<file path="config.mk">
export PLATFORM = sky130hd
export DESIGN_NAME = sync_fifo_flags
export DESIGN_NICKNAME = d
export VERILOG_FILES = /design/src/rtl/fifo_pkg.sv /design/src/rtl/fifo_ram.sv /design/src/rtl/sync_fifo_flags.sv
export SDC_FILE = /design/constraint.sdc
export NUM_CORES = 1
export LEC_CHECK = 0
export CORE_MARGIN = 10
export CORE_UTILIZATION = 64
export CTS_BUF_LIST = sky130_fd_sc_hd__clkbuf_16
export CTS_CLUSTER_SIZE = 12
export DETAILED_ROUTE_END_ITERATION = 8
export PLACE_DENSITY = 0.91
export SYNTH_ARGS = -nofsm -noshare
export SYNTH_HDL_FRONTEND = slang
export SYNTH_SLANG_ARGS = --single-unit
export TNS_END_PERCENT = 5
</file>
<file path="constraint.sdc">
create_clock -name clk -period 5.8 [get_ports clk]
set_input_delay 1.74 -clock clk [delete_from_list [all_inputs] [get_ports clk]]
set_output_delay 1.74 -clock clk [all_outputs]
set_load 0.1 [all_outputs]
</file>
<file path="src/rtl/fifo_pkg.sv">
// Shared types and sizing helpers for the synchronous flagged FIFO.
package fifo_pkg;

  typedef struct packed {
    logic empty;
    logic full;
    logic almost_empty;
    logic almost_full;
    logic overflow;
    logic underflow;
  } fifo_status_t;

  function automatic int unsigned fifo_depth(input int unsigned addr_width);
    return 32'd1 << addr_width;
  endfunction

  // The occupancy count needs one bit more than the pointers to represent DEPTH.
  function automatic int unsigned level_width(input int unsigned addr_width);
    return addr_width + 32'd1;
  endfunction

endpackage

</file>
<file path="src/rtl/fifo_ram.sv">
// DEPTH x DATA_WIDTH flop array: one synchronous write port, one asynchronous read port.
module fifo_ram
  import fifo_pkg::*;
#(
  parameter int unsigned DATA_WIDTH = 8,
  parameter int unsigned ADDR_WIDTH = 4
) (
  input  logic                  clk,
  input  logic                  we_i,
  input  logic [ADDR_WIDTH-1:0] waddr_i,
  input  logic [DATA_WIDTH-1:0] wdata_i,
  input  logic [ADDR_WIDTH-1:0] raddr_i,
  output logic [DATA_WIDTH-1:0] rdata_o
);

  logic [DATA_WIDTH-1:0] mem_q [fifo_depth(ADDR_WIDTH)];

  // Contents are deliberately not reset; validity is tracked by the level counter.
  always_ff @(posedge clk) begin
    if (we_i) begin
      mem_q[waddr_i] <= wdata_i;
    end
  end

  assign rdata_o = mem_q[raddr_i];

endmodule

</file>
<file path="src/rtl/sync_fifo_flags.sv">
// Single-clock FIFO with occupancy count, almost-full/empty thresholds,
// optional first-word-fall-through read and sticky overflow/underflow flags.
module sync_fifo_flags
  import fifo_pkg::*;
#(
  parameter int unsigned DATA_WIDTH = 8,
  parameter int unsigned ADDR_WIDTH = 4,
  parameter int unsigned AF_THRESH  = fifo_depth(ADDR_WIDTH) - 32'd2,
  parameter int unsigned AE_THRESH  = 2,
  parameter bit          FWFT       = 1'b0
) (
  input  logic                  clk,
  input  logic                  rst_n,
  input  logic                  wr_en,
  input  logic [DATA_WIDTH-1:0] wr_data,
  input  logic                  rd_en,
  output logic [DATA_WIDTH-1:0] rd_data,
  output logic                  rd_valid,
  output logic                  full,
  output logic                  empty,
  output logic                  almost_full,
  output logic                  almost_empty,
  output logic [ADDR_WIDTH:0]   level,
  output logic                  overflow,
  output logic                  underflow,
  input  logic                  clr_err
);

  localparam int unsigned   LW        = level_width(ADDR_WIDTH);
  localparam logic [LW-1:0] DEPTH_LVL = LW'(fifo_depth(ADDR_WIDTH));
  localparam logic [LW-1:0] AF_LVL    = LW'(AF_THRESH);
  localparam logic [LW-1:0] AE_LVL    = LW'(AE_THRESH);

  logic [ADDR_WIDTH-1:0] wr_ptr_q, wr_ptr_d;
  logic [ADDR_WIDTH-1:0] rd_ptr_q, rd_ptr_d;
  logic [LW-1:0]         level_q, level_d;
  logic                  ovf_q, ovf_d;
  logic                  unf_q, unf_d;
  logic                  wr_acc, rd_acc;
  logic [DATA_WIDTH-1:0] ram_rdata;
  fifo_status_t          st;

  // Flags come only from registered state, so no request input reaches an output.
  always_comb begin
    st              = '0;
    st.empty        = (level_q == '0);
    st.full         = (level_q == DEPTH_LVL);
    st.almost_empty = (level_q <= AE_LVL);
    st.almost_full  = (level_q >= AF_LVL);
    st.overflow     = ovf_q;
    st.underflow    = unf_q;
  end

  assign wr_acc = wr_en && !st.full;
  assign rd_acc = rd_en && !st.empty;

  always_comb begin
    wr_ptr_d = wr_ptr_q;
    rd_ptr_d = rd_ptr_q;
    level_d  = level_q;
    if (wr_acc) wr_ptr_d = wr_ptr_q + ADDR_WIDTH'(1);
    if (rd_acc) rd_ptr_d = rd_ptr_q + ADDR_WIDTH'(1);
    case ({wr_acc, rd_acc})
      2'b10:   level_d = level_q + LW'(1);
      2'b01:   level_d = level_q - LW'(1);
      default: level_d = level_q;
    endcase
    // A new error in the same cycle as clr_err must survive the clear.
    ovf_d = (wr_en && st.full)  || (ovf_q && !clr_err);
    unf_d = (rd_en && st.empty) || (unf_q && !clr_err);
  end

  always_ff @(posedge clk) begin
    if (!rst_n) begin
      wr_ptr_q <= '0;
      rd_ptr_q <= '0;
      level_q  <= '0;
      ovf_q    <= 1'b0;
      unf_q    <= 1'b0;
    end else begin
      wr_ptr_q <= wr_ptr_d;
      rd_ptr_q <= rd_ptr_d;
      level_q  <= level_d;
      ovf_q    <= ovf_d;
      unf_q    <= unf_d;
    end
  end

  fifo_ram #(
    .DATA_WIDTH(DATA_WIDTH),
    .ADDR_WIDTH(ADDR_WIDTH)
  ) u_ram (
    .clk     (clk),
    .we_i    (wr_acc),
    .waddr_i (wr_ptr_q),
    .wdata_i (wr_data),
    .raddr_i (rd_ptr_q),
    .rdata_o (ram_rdata)
  );

  generate
    if (FWFT) begin : g_fwft
      // Head is shown directly; masked to zero while empty so reset reads back 0.
      assign rd_data  = st.empty ? '0 : ram_rdata;
      assign rd_valid = !st.empty;
    end else begin : g_std
      logic [DATA_WIDTH-1:0] rd_data_q;
      logic                  rd_valid_q;

      always_ff @(posedge clk) begin
        if (!rst_n) begin
          rd_data_q  <= '0;
          rd_valid_q <= 1'b0;
        end else begin
          rd_valid_q <= rd_acc;
          if (rd_acc) rd_data_q <= ram_rdata;
        end
      end

      assign rd_data  = rd_data_q;
      assign rd_valid = rd_valid_q;
    end
  endgenerate

  assign full         = st.full;
  assign empty        = st.empty;
  assign almost_full  = st.almost_full;
  assign almost_empty = st.almost_empty;
  assign overflow     = st.overflow;
  assign underflow    = st.underflow;
  assign level        = level_q;

endmodule

</file>
==> metrics.md <==
| Metric | Value |
|---|---|
| Starting Density | 0.662 |
| Most frequent cell after synthesis | edfxtp_1 |
| Top post-synthesis cells by area | edfxtp_1 (62%), mux2i_1 (11%), dfxtp_1 (7.8%) |
| Slew at the pin closest to its max-slew limit | 1.18 ns |
| I/O Buffers | 32 |
| Die width | 118 um |
| Average wire per standard cell | 23.3 um |
| Worst Path Class, Setup | reg2out |
| GP Congestion | 0.825 |
| Total CTS buffers | 17 |
| Final net count | 462 |
| Overall power | 0.00357 W |
| Critical path arrival | 2.93 ns |
| Hold_buf cts | 0 |
| Root buf cell | clkbuf_16 |
| Layout cell share with drive strength beyond 1 | 0.0706 |
| Grt ovf | 0 |
| RSZ-0062 raised after global routing | false |
| Ports | 33 |
| Ant diodes | 0 |
| Yosys reg bits | 152 |
| H-tree levels | 4 |
| Vias in the first global route | 3,707 |
| Ys Warns | 0 |
| Via density | 6.43 |
| Slew HR | 0.205 |
| Setup repair bufs after CTS | 0 |
| Crit path cell chain | or4_1, nor2_1, clkdlybuf4s50_1 |
| Post-synth top cells | edfxtp_1 (128), mux2i_1 (67), o22ai_1 (32) |
| HPWL after DPL | 8260 um |
| DRT Wirelength | 13,600 um |
| Syn_nets | 437 |
| Core ar. | 9330 um2 |
| Fmax | 214 MHz |
| Crit end category | primary output |
| Vias | 3,744 |
| Status | finished clean |
| Post-synth top area share | 0.622 |
| First-pass GRT wire length | 20,900 um |
| Critical path origin | level[1] |
| Fraction of registers with async set/reset | 0 |
| Crit path max fanout | 12 |
| Leak | 2.28 nW |
| Initial antenna violation count | 0 |
| Placement Cell Area | 6550 um2 |
| Synth Instances | 415 |
| Largest net degree at the start of global routing | 68 |
| Die Area | 14,000 um2 |
| CTS tree | done |
| Minimum clock period | 4.67 ns |
| Clock transition at path regs | 0.06 ns |
| Max Cap Viol | 0 |
| ANT nets after route | 0 |
| Ys flop type | edfxtp_1 |
| Die Ht | 118 um |
| Final setup TNS | 0 ns |
| R2R depth | 10 |
| Final period utilization | 0.805 |
| Min-delay src | underflow |
| Post-synth cell types | 40 |
| Yosys top cell by area | edfxtp_1 |
| Cts repair resizes | 0 |
| Layout Skew | 0.0223 ns |
| DRC Markers | 0 |
| Hold path cells | 2 |
| Pre-Repair DR Iteration Count | 5 |
| Worst path max stage delay | 1.16 ns |
| Row Count | 35 |
| Mean Syn Cell Area | 14.9 um2 |
| Post-synth EDFFs | 128 |
| Reg-to-Reg Start | level[2] |
| Final setup vio count | 0 |
| Maximum vdd drop | 404 uV |
| Count of final hold-check violations | 0 |
| Type of the most critical hold path | reg2reg |
| CTS Sinks | 152 |
| Pwr per Cell Area | 501 nW/um2 |
| Required time worst endpoint | 4.06 ns |
| Final instance area | 7130 um2 |
| Post-Syn Area | 6180 um2 |
| CP Launch Type | register |
| Max Slew Vio Count | 0 |
| Worst-Skew Late Latency | 0.43 ns |
| Sequential fraction of the synthesis area | 0.700 |
| Area grow syn2layout | 15.4% |
| Clk buf depth | 2 |
| GRT Overall Usage | 0.193 |
| DR iter-0 viols | 402 |
| Crit path max-delay cell type | clkdlybuf4s50_1 |
-- final timing paths --
check / slack [ns] / end
min reg2reg: 0.53 / underflow
max: 1.13 / empty
min: 0.53 / underflow
max reg2reg: 2.81 / level[2]
-- cells in the final DEF, fill, tap and decap left out, types with 5 or more instances in the layout --
master             n
edfxtp_1         128
mux2i_1           67
o22ai_1           32
clkdlybuf4s50_1   32
nor2_1            29
dfxtp_1           23
clkbuf_16         17
a21oi_1           12
nor4_1            10
inv_1              9
o21ai_0            9
ha_1               9
xor2_1             7
nand2_1            5
nand3_1            5
-- worst max-delay path, delay by kind of cell (launching register included) --
kind | cells | cell delay [ns]
buffers and inverters | 1 | 1.16
AND/OR/NAND/NOR | 2 | 0.92
flip-flops | 1 | 0.42
-- layout make-up --
| class | instances | area (um2) |
|---|---|---|
| Clock buffer | 17 | 425 |
| Tap cell | 129 | 161 |
| Inverter | 7 | 26.3 |
| Sequential cell | 152 | 4330 |
| Clock inverter | 15 | 160 |
| Fill cell | 521 | 2200 |
| Multi-Input combinational cell | 229 | 1700 |
| Timing Repair Buffer | 33 | 328 |
-- flip-flops by register name (all words and copies together) (netlist names) --
signal and flops:
wr_ptr_q 4, level 5, overflow 1, u_ram.mem_q 128, rd_ptr_q 4, rd_valid 1
underflow 1, rd_data 8
-- per-layer routing --
layer / share of wire / track usage / vias up
li1: - / - / 1660
met1: 0.40 / 0.240 / 1847
met2: 0.48 / 0.300 / 204
met3: 0.094 / 0.0690 / 33
met4: 0.026 / 0.0819 / 0
met5: 0 / 0 / -
-- per-stage QoR --
step           instances  worst slack [ns]  hold WS, ns  utilization
3_5_place_dp         550              1.33        0.513        0.702
4_1_cts              582              1.13        0.529        0.764
3_3_place_gp         550              1.46        0.496        0.702
6_report             582              1.13        0.527        0.764
5_1_grt              582              1.04        0.547        0.764
2_1_floorplan        415              1.11        0.528            -
-- where the power goes --
part	internal, W	switching (W)	leakage, nW	total [W]
combinational	0.000313	0.000784	0.634	0.00110
sequential	0.00127	0.000126	1.35	0.00139
clock	0.000669	0.000416	0.289	0.00109
-- cell families (layout without fill, tap and decap cells) --
logic type,count (synthesis),in the layout,share of synthesized area
AOI/OAI and AO/OA,69,69,0.0719
xor gates and xnor gates,9,9,0.0128
adders and majority gates,9,9,0.0182
buffers and inverters,34,72,0.0257
DFF,152,152,0.700
muxes,67,67,0.109
and+or+nand+nor,75,75,0.0630
Note: power is estimated with default switching activity, not from simulation.
